File: src/rtl/vector_pkg.sv
// Shared fixed-point types and constants for the ray-tracer datapath.
// Also holds the sequential divider's FSM state type.
package vector_pkg;

  typedef logic [31:0]      fixed_real;
  typedef logic [2:0][31:0] vector;
  typedef logic [2:0][7:0]  color;

  localparam int unsigned FRAC    = 16;
  localparam fixed_real   FIX_ONE = 32'h0001_0000;
  localparam fixed_real   FIX_MAX = 32'h7FFF_FFFF;
  localparam fixed_real   FIX_MIN = 32'h8000_0000;

  typedef enum logic [1:0] {
    StIdle,
    StCalc,
    StFix,
    StDone
  } div_state_e;

endpackage

File: src/rtl/div_step.sv
// One restoring-division step: shift a dividend bit into the remainder and
// subtract the divisor when it fits.
module div_step #(
  parameter int unsigned WIDTH = 32
) (
  input  logic [WIDTH-1:0] i_rem,
  input  logic             i_bit,
  input  logic [WIDTH-1:0] i_div,
  output logic [WIDTH-1:0] o_rem,
  output logic             o_qbit
);

  logic [WIDTH:0]   w_trial;
  logic [WIDTH-1:0] w_diff;

  assign w_trial = {i_rem, i_bit};
  // Only the low bits matter: when the subtract is taken the result is below i_div.
  assign w_diff  = w_trial[WIDTH-1:0] - i_div;
  assign o_qbit  = (w_trial >= {1'b0, i_div});
  assign o_rem   = o_qbit ? w_diff : w_trial[WIDTH-1:0];

endmodule

File: src/rtl/seq_div_real.sv
// Signed Q16.16 divider, restoring algorithm, one quotient bit per clock,
// valid/ready on both sides with a single operation in flight.
module seq_div_real
  import vector_pkg::*;
#(
  parameter int unsigned WIDTH = 32,
  parameter int unsigned FRAC  = vector_pkg::FRAC
) (
  input  logic             Clk,
  input  logic             Reset_n,
  input  logic             in_valid,
  output logic             in_ready,
  input  logic [WIDTH-1:0] a,
  input  logic [WIDTH-1:0] b,
  output logic             out_valid,
  input  logic             out_ready,
  output logic [WIDTH-1:0] c,
  output logic             dz,
  output logic             ovf
);

  localparam int unsigned    QBITS    = WIDTH + FRAC;
  localparam int unsigned    CW       = $clog2(QBITS);
  localparam logic [CW-1:0]  LastStep = CW'(QBITS - 1);
  localparam logic [WIDTH-1:0] SatPos = {1'b0, {(WIDTH - 1){1'b1}}};
  localparam logic [WIDTH-1:0] SatNeg = {1'b1, {(WIDTH - 1){1'b0}}};

  div_state_e       r_state;
  logic             r_in_ready;
  logic             r_out_valid;
  logic             r_dz;
  logic             r_ovf;
  logic             r_sign;
  logic [WIDTH-1:0] r_c;
  logic [WIDTH-1:0] r_bmag;
  logic [WIDTH-1:0] r_rem;
  logic [QBITS-1:0] r_dvd;
  logic [QBITS-1:0] r_quo;
  logic [CW-1:0]    r_cnt;

  logic [WIDTH-1:0] w_amag;
  logic [WIDTH-1:0] w_bmag;
  logic             w_b_zero;
  logic [WIDTH-1:0] w_rem_next;
  logic             w_qbit;
  logic             w_ovf_fix;
  logic [WIDTH-1:0] w_c_fix;

  // Unsigned magnitudes; the most negative value maps to exactly 2^(WIDTH-1).
  assign w_amag   = a[WIDTH-1] ? -a : a;
  assign w_bmag   = b[WIDTH-1] ? -b : b;
  assign w_b_zero = (b == '0);

  div_step #(
    .WIDTH (WIDTH)
  ) u_step (
    .i_rem  (r_rem),
    .i_bit  (r_dvd[QBITS-1]),
    .i_div  (r_bmag),
    .o_rem  (w_rem_next),
    .o_qbit (w_qbit)
  );

  // A negative result may reach one step further than a positive one.
  assign w_ovf_fix = r_sign ? (r_quo > {{FRAC{1'b0}}, SatNeg})
                            : (r_quo > {{FRAC{1'b0}}, SatPos});
  assign w_c_fix   = w_ovf_fix ? (r_sign ? SatNeg : SatPos)
                               : (r_sign ? -r_quo[WIDTH-1:0] : r_quo[WIDTH-1:0]);

  always_ff @(posedge Clk) begin
    if (!Reset_n) begin
      r_state     <= StIdle;
      r_in_ready  <= 1'b1;
      r_out_valid <= 1'b0;
      r_dz        <= 1'b0;
      r_ovf       <= 1'b0;
      r_sign      <= 1'b0;
      r_c         <= '0;
      r_bmag      <= '0;
      r_rem       <= '0;
      r_dvd       <= '0;
      r_quo       <= '0;
      r_cnt       <= '0;
    end else begin
      case (r_state)
        StIdle: begin
          if (in_valid && r_in_ready) begin
            r_sign     <= a[WIDTH-1] ^ b[WIDTH-1];
            r_bmag     <= w_bmag;
            r_dvd      <= {w_amag, {FRAC{1'b0}}};
            r_rem      <= '0;
            r_quo      <= '0;
            r_cnt      <= '0;
            r_in_ready <= 1'b0;
            if (w_b_zero) begin
              r_state     <= StDone;
              r_out_valid <= 1'b1;
              r_dz        <= 1'b1;
              r_ovf       <= 1'b0;
              r_c         <= a[WIDTH-1] ? SatNeg : SatPos;
            end else begin
              r_state <= StCalc;
            end
          end
        end
        StCalc: begin
          r_rem <= w_rem_next;
          r_dvd <= {r_dvd[QBITS-2:0], 1'b0};
          r_quo <= {r_quo[QBITS-2:0], w_qbit};
          r_cnt <= r_cnt + CW'(1);
          if (r_cnt == LastStep) begin
            r_state <= StFix;
          end
        end
        StFix: begin
          r_c         <= w_c_fix;
          r_ovf       <= w_ovf_fix;
          r_dz        <= 1'b0;
          r_out_valid <= 1'b1;
          r_state     <= StDone;
        end
        StDone: begin
          if (out_ready) begin
            r_state     <= StIdle;
            r_out_valid <= 1'b0;
            r_dz        <= 1'b0;
            r_ovf       <= 1'b0;
            r_in_ready  <= 1'b1;
          end
        end
        default: begin
          r_state <= StIdle;
        end
      endcase
    end
  end

  assign in_ready  = r_in_ready;
  assign out_valid = r_out_valid;
  assign c         = r_c;
  assign dz        = r_dz;
  assign ovf       = r_ovf;

endmodule

File: config.mk
export PLATFORM = sky130hd
export DESIGN_NAME = seq_div_real
export DESIGN_NICKNAME = d
export VERILOG_FILES = /design/src/rtl/vector_pkg.sv /design/src/rtl/div_step.sv /design/src/rtl/seq_div_real.sv
export SDC_FILE = /design/constraint.sdc
export NUM_CORES = 1
export LEC_CHECK = 0
export BUFFER_PORTS_ARGS = -buffer_cell sky130_fd_sc_hd__buf_2
export CELL_PAD_IN_SITES_DETAIL_PLACEMENT = 1
export CELL_PAD_IN_SITES_GLOBAL_PLACEMENT = 1
export CORE_MARGIN = 3
export CORE_UTILIZATION = 35
export CTS_CLUSTER_SIZE = 40
export DETAILED_ROUTE_END_ITERATION = 10
export PLACE_DENSITY_LB_ADDON = 0.1
export REMOVE_ABC_BUFFERS = 1
export SYNTH_ARGS = -nofsm -noshare
export SYNTH_HDL_FRONTEND = slang
export SYNTH_SLANG_ARGS = --single-unit
File: constraint.sdc
create_clock -name Clk -period 9.3 [get_ports Clk]
set_input_delay 0.465 -clock Clk [delete_from_list [all_inputs] [get_ports Clk]]
set_output_delay 0.465 -clock Clk [all_outputs]
set_load 0.01 [all_outputs]
After elaboration in Yosys (flattened, before gate mapping)
Cells that the tools add are included.
{"block": "op_classes", "add_sub_neg": 5, "multipliers": 0, "div": 0, "order_cmp": 3, "n_eq_ne": 8, "shift": 0, "mux": 35, "bitwise": 1, "n_reduce_logical": 13}
{"cell": "two-way mux 32 bit", "count": 10}
{"cell": "one-hot mux 48 bit (2 select lines)", "count": 2}
{"cell": "one-hot mux 32 bit (2 select lines)", "count": 2}
{"cell": "two-way mux 48 bit", "count": 2}
{"cell": "negator 32 bit", "count": 3}
{"cell": "greater-than comparator 48 x 31 -> 1 bit, second input constant", "count": 1}
{"cell": "greater-than comparator 48 x 32 -> 1 bit, second input constant", "count": 1}
{"cell": "greater-or-equal comparator 33 x 32 -> 1 bit", "count": 1}
{"cell": "logical NOT 32 bit", "count": 1}
{"cell": "subtractor 32 bit", "count": 1}
{"cell": "one-hot mux 6 bit (2 select lines)", "count": 1}
{"cell": "one-hot mux 1 bit (3 select lines)", "count": 3}
{"cell": "AND reduction 3 bit", "count": 3}
{"cell": "two-way mux 1 bit", "count": 8}
{"cell": "two-way mux 2 bit", "count": 4}
{"cell": "inequality test 2 bit, second input constant", "count": 4}
{"cell": "one-hot mux 2 bit (4 select lines)", "count": 1}
{"cell": "adder 6 x 1 -> 6 bit, second input constant", "count": 1}
{"cell": "== test 6 bit, second input constant", "count": 1}
{"cell": "two-way mux 6 bit", "count": 1}
{"cell": "nonzero test 2 bit", "count": 3}
{"cell": "== test 2 bit, second input constant", "count": 2}
{"cell": "AND reduction 2 bit", "count": 2}
{"cell": "AND reduction 4 bit", "count": 1}
{"cell": "other kinds (6)", "count": 6}
{"block": "word_totals", "ff_bits": 205, "latch_bits": 0, "ramBits": 0, "rom_bits": 0, "inputBits": 68, "output_inout_bits": 36, "elab_cells": 77, "memories": 0}

Depth between registers and ports, before layout
Gate-level depths: netlist (run 1).
{"block": "logic_depth", "depth_word": 4, "depth_mapped": 13, "depth_no_buf": 11}

By module
Synthesis (run 1) repeated with hierarchy kept, for this count alone.
{"block": "hier_totals", "hier_cells": 1490, "area_unflattened_um2": 11961.5}
{"mod": "seq_div_real", "n_inst": 1, "cells_per_inst": 1167, "area_per_inst_um2": 9630.5, "seq_area_each_um2": 3783.6}
{"mod": "div_step", "n_inst": 1, "cells_per_inst": 323, "area_per_inst_um2": 2331.0, "seq_area_each_um2": 0.0}

Worst setup path before layout (run 1)
Ideal clock, no wire load.
{"block": "synth_path", "kind": "input port to flip-flop", "start": "in b[2]", "end": "reg r_c[11] (netlist: c[11])", "setup_ns": 0.121, "arrival_time_ns": 3.178, "required_time_ns": 9.179, "slack_ns": 6.001, "path_stages": 9, "n_path_buf": 2, "path_cell_list": "or4_4 -> or4b_4 -> or4_4 -> buf_6 -> or4_4 -> o21ai_4 -> o21a_4 -> buf_6 -> a21oi_1"}
{"block": "synth_via", "elab_chain_len": 3}
{"element": "start, declared", "line": "seq_div_real.sv:14", "source": "input logic [WIDTH-1:0] b,"}
{"element": "logical NOT 32 bit", "line": "seq_div_real.sv:52", "source": "assign w_b_zero = (b == '0);"}
{"element": "inequality test 2 bit (no source line)"}
{"element": "AND reduction 3 bit (no source line)"}
{"element": "end signal, assigned", "line": "seq_div_real.sv:100", "source": "r_c <= a[WIDTH-1] ? SatNeg : SatPos;"}
{"element": "end signal, assigned", "line": "seq_div_real.sv:116", "source": "r_c <= w_c_fix;"}
{"element": "end, declared", "line": "seq_div_real.sv:34", "source": "logic [WIDTH-1:0] r_c;"}
No other way between the ends.
A chain may end at the register's enable or synchronous reset.

Worst setup path after layout (run 1)
{"block": "layout_path", "start": "reg r_state[1]", "end": "reg r_rem[22]"}
{"block": "layout_via", "elab_chain_len": 3, "word_cells_on_any_way": 6, "classes_between": "eq/ne: 2; mux: 1; reduce/logical: 3"}
{"element": "start, declared", "line": "seq_div_real.sv:28", "source": "div_state_e r_state;"}
{"element": "start signal, assigned", "line": "seq_div_real.sv:72", "source": "r_state <= StIdle;"}
{"element": "start signal, assigned", "line": "seq_div_real.sv:96", "source": "r_state <= StDone;"}
{"element": "start signal, assigned", "line": "seq_div_real.sv:102", "source": "r_state <= StCalc;"}
{"element": "== test 2 x 1 -> 1 bit or logical NOT 2 bit (tied branches)", "line": "seq_div_real.sv:85", "source": "case (r_state)"}
{"element": "nonzero test 2 bit (no source line) or inequality test 2 bit (tied branches)"}
{"element": "AND reduction 2 bit (no source line)"}
{"element": "end signal, assigned", "line": "seq_div_real.sv:107", "source": "r_rem <= w_rem_next;"}
{"element": "end, declared", "line": "seq_div_real.sv:36", "source": "logic [WIDTH-1:0] r_rem;"}
Parallel ways exist; a longest one is shown, timed or not.

==> metrics.txt, run 1 <==
status=complete, no violations; Post-Route WL=34.8 mm; VDD IR-drop max=0.151 mV; met2 Use GR=0.324; PostCTS Resize Cnt=0; share of layout cells above drive strength 1=0.118; Rows=65; r2r endpoint=r_rem[22]; final hold vios=0; synth unique cells=64; commonest cells after routing, fill and taps aside=189 x dfxtp_1, 144 x nand2_1, 142 x o21ai_0; Detailed Place HPWL=23.8 mm; Hold Path Origin=b[0]; post-synthesis compound-gate area fraction=0.283; vias in the first global route=11100; Post-CTS Setup Bufs=0; crit start category=flop; Avg Cell Area, Syn=7.76 µm²; post-synthesis xor/xnor area fraction=0.0677; Synth Area in Adders=0.0468; Slew HR=0.397; First-pass DRT Iterations=5; commonest non-fill, non-tap cell in the layout=dfxtp_1; min Tclk post-route=3.89 ns; DR WL/cell=17.9 µm; Worst Hold End=r_bmag[0]; EDFF count, synth=0; Synth Instances=1467; placed insts=1914; clock latency on the worst-skew pair=0.46 ns; GR Overflow Total=0; hold path depth=3; Req. time, crit path=9.69 ns; I/O pin count=104; Fmax=0.257 GHz; Root Buffer=clkbuf_16; Synth Warn #=0; start of the worst register-to-register path=r_state[1]; RSZ-0062 raised after global routing=false; first-pass GRT wire length=57.9 mm; # diodes=0; Max Buffers Root-to-Sink=2; R2R Setup Slk=5.41 ns; synth-to-layout area growth=11.7%; DRC violations left=0; Starting DRT DRC Count=611; Setup CP Type=flop to flop; Fillers=3869; GRT Total Usage=0.199; die width=186 µm; Leakage=5.00 nW; largest net degree at the start of global routing=82; Final Slew Violations=0; Worst-path clk slew=0.08 ns; Initial Utilization=0.358; crit path buf inv count=4; Core Area=0.0318 mm²; Cell Count, Final, Fillers Out=1946; pwr dens=236 mW/mm²; crit share post-route=0.418; met1 GRT Util=0.273; final net count=1608; register bit total from synthesis=189; Num CTS Buffers=17; HP Class=input port to flop; post-synthesis mux area share=0.0228; Synth Flop Type=dfxtp_1; die span in y=186 µm; register area share after synthesis=0.332; Critical Path Max Stage Delay=0.85 ns; final setup fails=0; ys async rst share=0; RePlAce Congestion=0.819; Slew @ Worst Pin=0.902 ns; vias=10800; crit path max fanout=49; initial antenna violation count=2; slowest cell on the critical path=or4b_2; antenna-violating nets left=0; H-tree depth=4; hold_buf cts=0; CTS sink cnt=189; simple-gate portion of the synthesized area=0.189; largest family of logic cells by synthesized area=compound AO/OA/AOI/OAI gates; Most Crowded Layer GR=met2; met3 Track Usage GR=0.0389; Arr. time, crit path=4.28 ns; Die ar.=0.0347 mm²; CP endpoint kind=flop; Clock Skew=0.0133 ns; Hold Slack=0.306 ns; maxcap violations=0; reg2reg path depth=9; delay-heaviest family, CP=simple AND/OR/NAND/NOR gates; Vias/cell=5.57; Synth Cell Area=0.0114 mm²; crit path cell chain=inv_1, ha_1, buf_4, inv_1, a21oi_4, buf_4, nand2_1, or4b_2, nand2_1; Setup TNS=0 ns; buffers added on ports=103; CTS tree=done
state kept, by name, summed over array words and instances, names as in the netlist:
name / flops
r_dvd: 32
r_state: 2
r_sign: 1
dz: 1
r_quo: 48
c: 32
in_ready: 1
r_bmag: 32
r_rem: 32
r_cnt: 6
ovf: 1
out_valid: 1
per-stage QoR:
| step | setup slack [ns] | util | instance area, µm² | total power [mW] |
|---|---|---|---|---|
| finish | 5.41 | 0.400 | 12700 | 3.00 |
| global route | 5.11 | 0.400 | 12700 | 3.23 |
| CTS | 5.39 | 0.400 | 12700 | 3.03 |
| detailed placement | 5.22 | 0.382 | 12200 | 2.29 |
| global placement | 5.27 | 0.382 | 12200 | 2.26 |
| floorplan | 3.53 | - | 10900 | 1.86 |
logic make-up after synthesis:
family | Yosys count
AND/OR/NAND/NOR | 456
adder cells (fa/ha/maj) | 42
XOR/XNOR | 88
AO/OA/AOI/OAI | 504
multiplexers | 26
buffers and inverters | 162
flip-flops | 189
worst max path at each step:
stage,from,endpoint,depth (start not counted)
after global placement,b[2],c[26],9
after global routing,r_state[1],r_rem[22],9
after floorplan,r_state[0],r_dvd[30],8
final,r_state[1],r_rem[22],9
after detailed placement,b[2],c[26],9
after CTS,r_state[1],r_rem[22],9
tightest hold or removal path: cells and delay by family:
kind / cells / cell delay, ns
simple gates: 1 / 0.06
buf+inv: 1 / 0.13
compound gates: 1 / 0.05
area by class of cell:
cell class | instances | area [µm²] | share of cell area
Clock buffer | 20 | 447 | 0.0351
Clock inverter | 12 | 114 | 0.00895
Inverter | 56 | 210 | 0.0165
Multi-Input combinational cell | 1116 | 6990 | 0.550
Sequential cell | 189 | 3780 | 0.298
Tap cell | 435 | 544 | 0.0428
Timing Repair Buffer | 118 | 628 | 0.0494
synthesized netlist by cell type, types with 25 or more instances:
cell      number  share of area
nor2b_1       32          0.018
ha_1          41          0.045
a211oi_1      33          0.022
o31ai_1       25          0.016
inv_1         54          0.018
nor2_1       127          0.042
a21oi_1      114          0.050
o21ai_0      142          0.062
nand2_1      144          0.047
nor3_1        33          0.015
a22oi_1       49          0.032
xor2_1        58          0.045
clkbuf_1      93          0.031
xnor2_1       30          0.023
dfxtp_1      189           0.33
mux2i_1       26          0.023
or3_1         25          0.014
report_power, final:
group	total, mW	internal (mW)	switching [mW]
registers	0.991	0.927	0.0639
logic	1.28	0.427	0.852
clock network	0.728	0.378	0.349
total	3.00	1.73	1.27
routing by layer:
metal	wire length, µm	share of wire
met5	27	0.00078
met4	346	0.0099
met3	1280	0.037
met2	15700	0.45
met1	17400	0.50
Power figures use the tool's default switching activity.
==> run 2, diff against run 1 <==
==> constraint.sdc (replaced) <==
create_clock -name Clk -period 3.35 [get_ports Clk]
set_input_delay 0.1675 -clock Clk [delete_from_list [all_inputs] [get_ports Clk]]
set_output_delay 0.1675 -clock Clk [all_outputs]
set_load 0.01 [all_outputs]
==> metrics.txt, run 2 (synthesized netlist as in run 1, its figures left out) <==
status=complete, no violations; crit share post-route=0.960; Reg with most FFs=r_quo; Critical Path Max Stage Delay=0.57 ns; Rows=65; DRC violations left=0; synth-to-layout area growth=14.0%; Leakage=5.16 nW; CP endpoint kind=flop; RSZ-0062 raised after global routing=false; slowest cell on the critical path=or4b_4; Max Buffers Root-to-Sink=2; Initial Utilization=0.358; crit path cell chain=dlygate4sd3_1, buf_2, inv_1, ha_1, inv_1, or4b_4, or4_4, or4_4, o21ai_4, o21a_4, buf_12, a21oi_1; final hold vios=0; vias=10900; final setup fails=0; placed insts=1939; r2r endpoint=r_rem[22]; Setup CP Type=input port to flop; First-pass DRT Iterations=5; Detailed Place HPWL=23.9 mm; RePlAce Congestion=0.834; H-tree depth=4; total chip power=8.45 mW; die width=186 µm; R2R Setup Slk=0.25 ns; VDD IR-drop max=0.435 mV; commonest non-fill, non-tap cell in the layout=dfxtp_1; Num CTS Buffers=17; Setup TNS=0 ns; Slew @ Worst Pin=0.950 ns; crit start category=input port; CTS sink cnt=189; share of layout cells above drive strength 1=0.135; final net count=1634; start of the worst register-to-register path=r_dvd[47]; first-pass GRT wire length=57.0 mm; Root Buffer=clkbuf_16; clock latency on the worst-skew pair=0.45 ns; Req. time, crit path=3.69 ns; largest net degree at the start of global routing=81; Final Cell Area=0.0130 mm²; Vias/cell=5.51; Slew HR=0.365; final core occ=0.408; Placement Cell Area=0.0124 mm²; maxcap violations=0; reg2reg path depth=12; Post-Route WL=34.3 mm; Worst-path clk slew=0.08 ns; HP Class=input port to flop; Cell Count, Final, Fillers Out=1973; Worst Setup SP=b[0]; GR Overflow Total=0; CTS tree=done; Fmax=0.311 GHz; Crit. path cell count=12; commonest cells after routing, fill and taps aside=189 x dfxtp_1, 144 x nand2_1, 142 x o21ai_0; Die ar.=0.0347 mm²; crit path to=c[7]; I/O pin count=104; die span in y=186 µm; Starting DRT DRC Count=551; vias in the first global route=10800; DR WL/cell=17.4 µm; crit path buf inv count=5; delay-heaviest family, CP=simple AND/OR/NAND/NOR gates; max reg flops=48; Core Area=0.0318 mm²; antenna-violating nets left=0; buffers added on ports=103; GRT Total Usage=0.195; crit path max fanout=20; Clock Skew=0.0125 ns; Final Slew Violations=0; Arr. time, crit path=3.55 ns; pwr dens=651 mW/mm²; min Tclk post-route=3.22 ns; initial antenna violation count=2
[run 2: changes by cell type in the layout (fill, tap and decap cells not counted), moves of 2 or more]
cell / previous run / this run
clkinvlp_4: 4 / 2
inv_6: 2 / 5
buf_4: 15 / 36
buf_12: 0 / 3
inv_8: 0 / 3
clkbuf_1: 2 / 0
[run 2: metal layers]
metal  track usage  vias up  part of all wire
li1              -     5420                 -
met1         0.272     5285              0.50
met2         0.312      138              0.45
met3        0.0426       29             0.038
met4        0.0430        4             0.010
met5             0        -           0.00079
[run 2: power breakdown]
part	leakage, nW	switching, mW	internal, mW
logic	3.34	2.35	1.30
clock network	0.281	1.00	1.05
registers	1.53	0.184	2.57
total	5.16	3.53	4.92
[run 2: how the worst min path moves through the flow]
| stage | from | end | cells past startpoint |
|---|---|---|---|
| finish | a[0] | r_dvd[16] | 3 |
| global route | a[27] | r_dvd[43] | 3 |
| CTS | a[16] | r_dvd[32] | 3 |
| detailed placement | out_valid | out_valid | 2 |
| global placement | out_valid | out_valid | 2 |
| floorplan | Reset_n | in_ready | 1 |
[run 2: tightest hold or removal path: stages]
cell	delay, ns
buf_2	0.12
a22oi_1	0.07
nor2_1	0.08
[run 2: area by class of cell]
type / instances / area, µm²
diodes: 1 / 2.50
well taps: 435 / 544
inverters: 56 / 210
clock inverters: 15 / 150
flip-flops and latches: 189 / 3780
repair buffers: 144 / 867
fillers: 3908 / 18800
clock buffers: 17 / 425
multi-input cells: 1116 / 7000
[run 2: timing repair]
action | in CTS | in global routing
endpoints found under the setup margin | 0 | 24
gates resized for setup | 0 | 3
hold endpoints to repair | 1 | 0
buffers inserted | 0 | 0
hold buffers | 1 | 0
[run 2: through the flow]
stage / hold WS [ns] / setup slack (ns)
after floorplan: 0.244 / -2.42
after global placement: 0.429 / 0.0855
after detailed placement: 0.443 / 0.0288
after CTS: 0.00728 / 0.0843
after global routing: 0.0109 / 0.00855
final: 0.0234 / 0.134
==> run 3, diff against run 2 <==
--- a/config.mk
+++ b/config.mk
@@ -16,4 +16,5 @@
 export REMOVE_ABC_BUFFERS = 1
 export SYNTH_ARGS = -nofsm -noshare
 export SYNTH_HDL_FRONTEND = slang
+export SYNTH_HIERARCHICAL = 1
 export SYNTH_SLANG_ARGS = --single-unit
==> metrics.txt, run 3 <==
Starting DRT DRC Count=516; RePlAce Congestion=0.822; Core Area=0.0336 mm²; Synth Flop Type=dfxtp_1; Rows=67; register area share after synthesis=0.316; status=complete, no violations; Worst Hold End=r_dvd[16]; max reg flops=48; Final WS setup=0.196 ns; Synth Cell Area=0.0120 mm²; Worst-path clk slew=0.08 ns; Fmax=0.317 GHz; HP Class=input port to flop; EDFF count, synth=0; Fillers=4056; Synth Warn #=6; first-pass GRT wire length=63.3 mm; Num CTS Buffers=17; Leakage=5.45 nW; pre-CTS setup slack=0.0460 ns; GR Overflow Total=0; Storage cell area=0.00378 mm²; Avg Cell Area, Syn=8.03 µm²; Clock Skew=0.0124 ns; Initial Utilization=0.356; Setup CP Type=flop to flop; final core occ=0.404; Reg with most FFs=r_quo; Detailed Place HPWL=27.6 mm; maxcap violations=0; buffers added on ports=103; final net count=1656; crit path max fanout=10; R2R Setup Slk=0.20 ns; crit path buf inv count=3; commonest non-fill, non-tap cell in the layout=dfxtp_1; hold_buf cts=0; initial antenna violation count=0; DRC violations left=0; # diodes=0; ys async rst share=0; synth unique cells=79; DR WL/cell=19.6 µm; Synth area leaders=dfxtp_1 32%, nor2_1 5.8%, a22oi_1 5.1%; post-synth top area share=0.316; crit path cell chain=inv_1, ha_1, nand4_1, nor3_2, o211ai_1, nor4b_4, o21ai_2, a31oi_4, o21a_4, inv_2, buf_4, mux2_2, a22oi_1, nor2_1; commonest cells after routing, fill and taps aside=188 x dfxtp_1, 186 x nor2_1, 103 x buf_2; GRT Total Usage=0.216; Vias/cell=5.64; Arr. time, crit path=3.47 ns; dominant cell type by area after synthesis=dfxtp_1; Max Buffers Root-to-Sink=2; Final Cell Area=0.0136 mm²; Root Buffer=clkbuf_16; antenna-violating nets left=0; total chip power=9.76 mW; Placement Cell Area=0.0129 mm²; Synth Instances=1490; Hold Path Origin=a[0]; Worst Setup SP=r_bmag[11]; clock latency on the worst-skew pair=0.46 ns; pwr dens=718 mW/mm²; First-pass DRT Iterations=5; Die ar.=0.0364 mm²; hold path depth=3; largest net degree at the start of global routing=70; register bit total from synthesis=189; crit share post-route=0.942; share of layout cells above drive strength 1=0.176; Post-synth top cells=189 x dfxtp_1, 186 x nor2_1, 101 x clkbuf_1, 89 x a21oi_1, 86 x nand2_1; synth-to-layout area growth=13.6%; die width=191 µm; delay-heaviest family, CP=compound AO/OA/AOI/OAI gates; min Tclk post-route=3.15 ns; CTS sink cnt=189; multi-input logic area=0.00751 mm²; Final Slew Violations=0; Post-Route WL=39.2 mm; start of the worst register-to-register path=r_bmag[11]; Slew @ Worst Pin=1.23 ns; crit start category=flop; most common cell in the synthesized netlist=dfxtp_1; H-tree depth=4; CTS tree=done; vias=11300; CP endpoint kind=flop; Req. time, crit path=3.66 ns; reg2reg path depth=14; final hold vios=0; vias in the first global route=11500; Critical Path Max Stage Delay=0.39 ns; slowest cell on the critical path=ha_1; die span in y=191 µm; r2r endpoint=r_rem[16]; final setup fails=0; VDD IR-drop max=0.406 mV; Slew HR=0.180; I/O pin count=104
[run 3: cell count changes after synthesis, sizes merged, moves of 12 or more]
cell   change
nor2b     -20
nand3     +12
nand2     -58
a31oi     +12
nor2      +59
a32oi     -14
mux2      +37
a22oi     +33
a21oi     -30
nand4     +12
o21ai     -56
[run 3: area by class of cell]
class	instances	area share
timing repair buffer	154	0.0679
inverter	56	0.0156
clock buffer	17	0.0313
tap	448	0.0412
clock inverter	15	0.0130
multi-input combinational	1128	0.552
sequential	189	0.278
[run 3: timing repair]
action                                  4_1_cts  5_1_grt
gates resized for setup                       0        6
endpoints found under the setup margin        0       28
setup buffers                                 0        4
[run 3: power by group]
| part | internal (mW) | switching [mW] | total, mW | leakage [nW] |
|---|---|---|---|---|
| clock | 1.13 | 1.02 | 2.14 | 0.294 |
| combinational | 1.91 | 2.92 | 4.83 | 3.62 |
| sequential | 2.59 | 0.196 | 2.78 | 1.53 |
| total | 5.63 | 4.13 | 9.76 | 5.45 |
[run 3: cell families after synthesis]
kind of cell	synth area share
and+or+nand+nor	0.199
AOI/OAI and AO/OA	0.266
buffers and inverters	0.0596
adders and majority gates	0.0446
muxes	0.0502
DFF	0.316
xor gates and xnor gates	0.0644
[run 3: stage by stage]
step,TNS (ns),cells,hold slack [ns]
after floorplan,-304.16,1373,0.244
after global placement,0,1971,0.438
after detailed placement,0,1971,0.442
after CTS,0,2003,0.00599
after global routing,-0.0172,2007,0.0288
final,0,2007,0.0367
[run 3: layer usage]
metal	part of all wire	up-vias	track usage
met5	0	-	0
met4	0.0097	0	0.0446
met3	0.029	23	0.0311
met2	0.47	159	0.363
met1	0.49	5553	0.296
li1	-	5578	-
[run 3: how the worst max path moves through the flow]
stage | slack, ns | depth (start not counted) | end
floorplan | -3.00 | 7 | r_dvd[27]
global placement | 0.18 | 14 | r_rem[21]
detailed placement | 0.05 | 14 | r_rem[13]
CTS | 0.02 | 14 | r_rem[13]
global route | -0.01 | 14 | r_rem[16]
finish | 0.20 | 14 | r_rem[16]
[run 3: worst register-to-register path, delay by kind of cell, from the launching register on]
kind,cells,cell delay [ns]
adder cells (fa/ha/maj),1,0.39
flip-flops,1,0.33
multiplexers,1,0.37
AO/OA/AOI/OAI,5,0.88
AND/OR/NAND/NOR,4,0.70
buffers and inverters,3,0.35
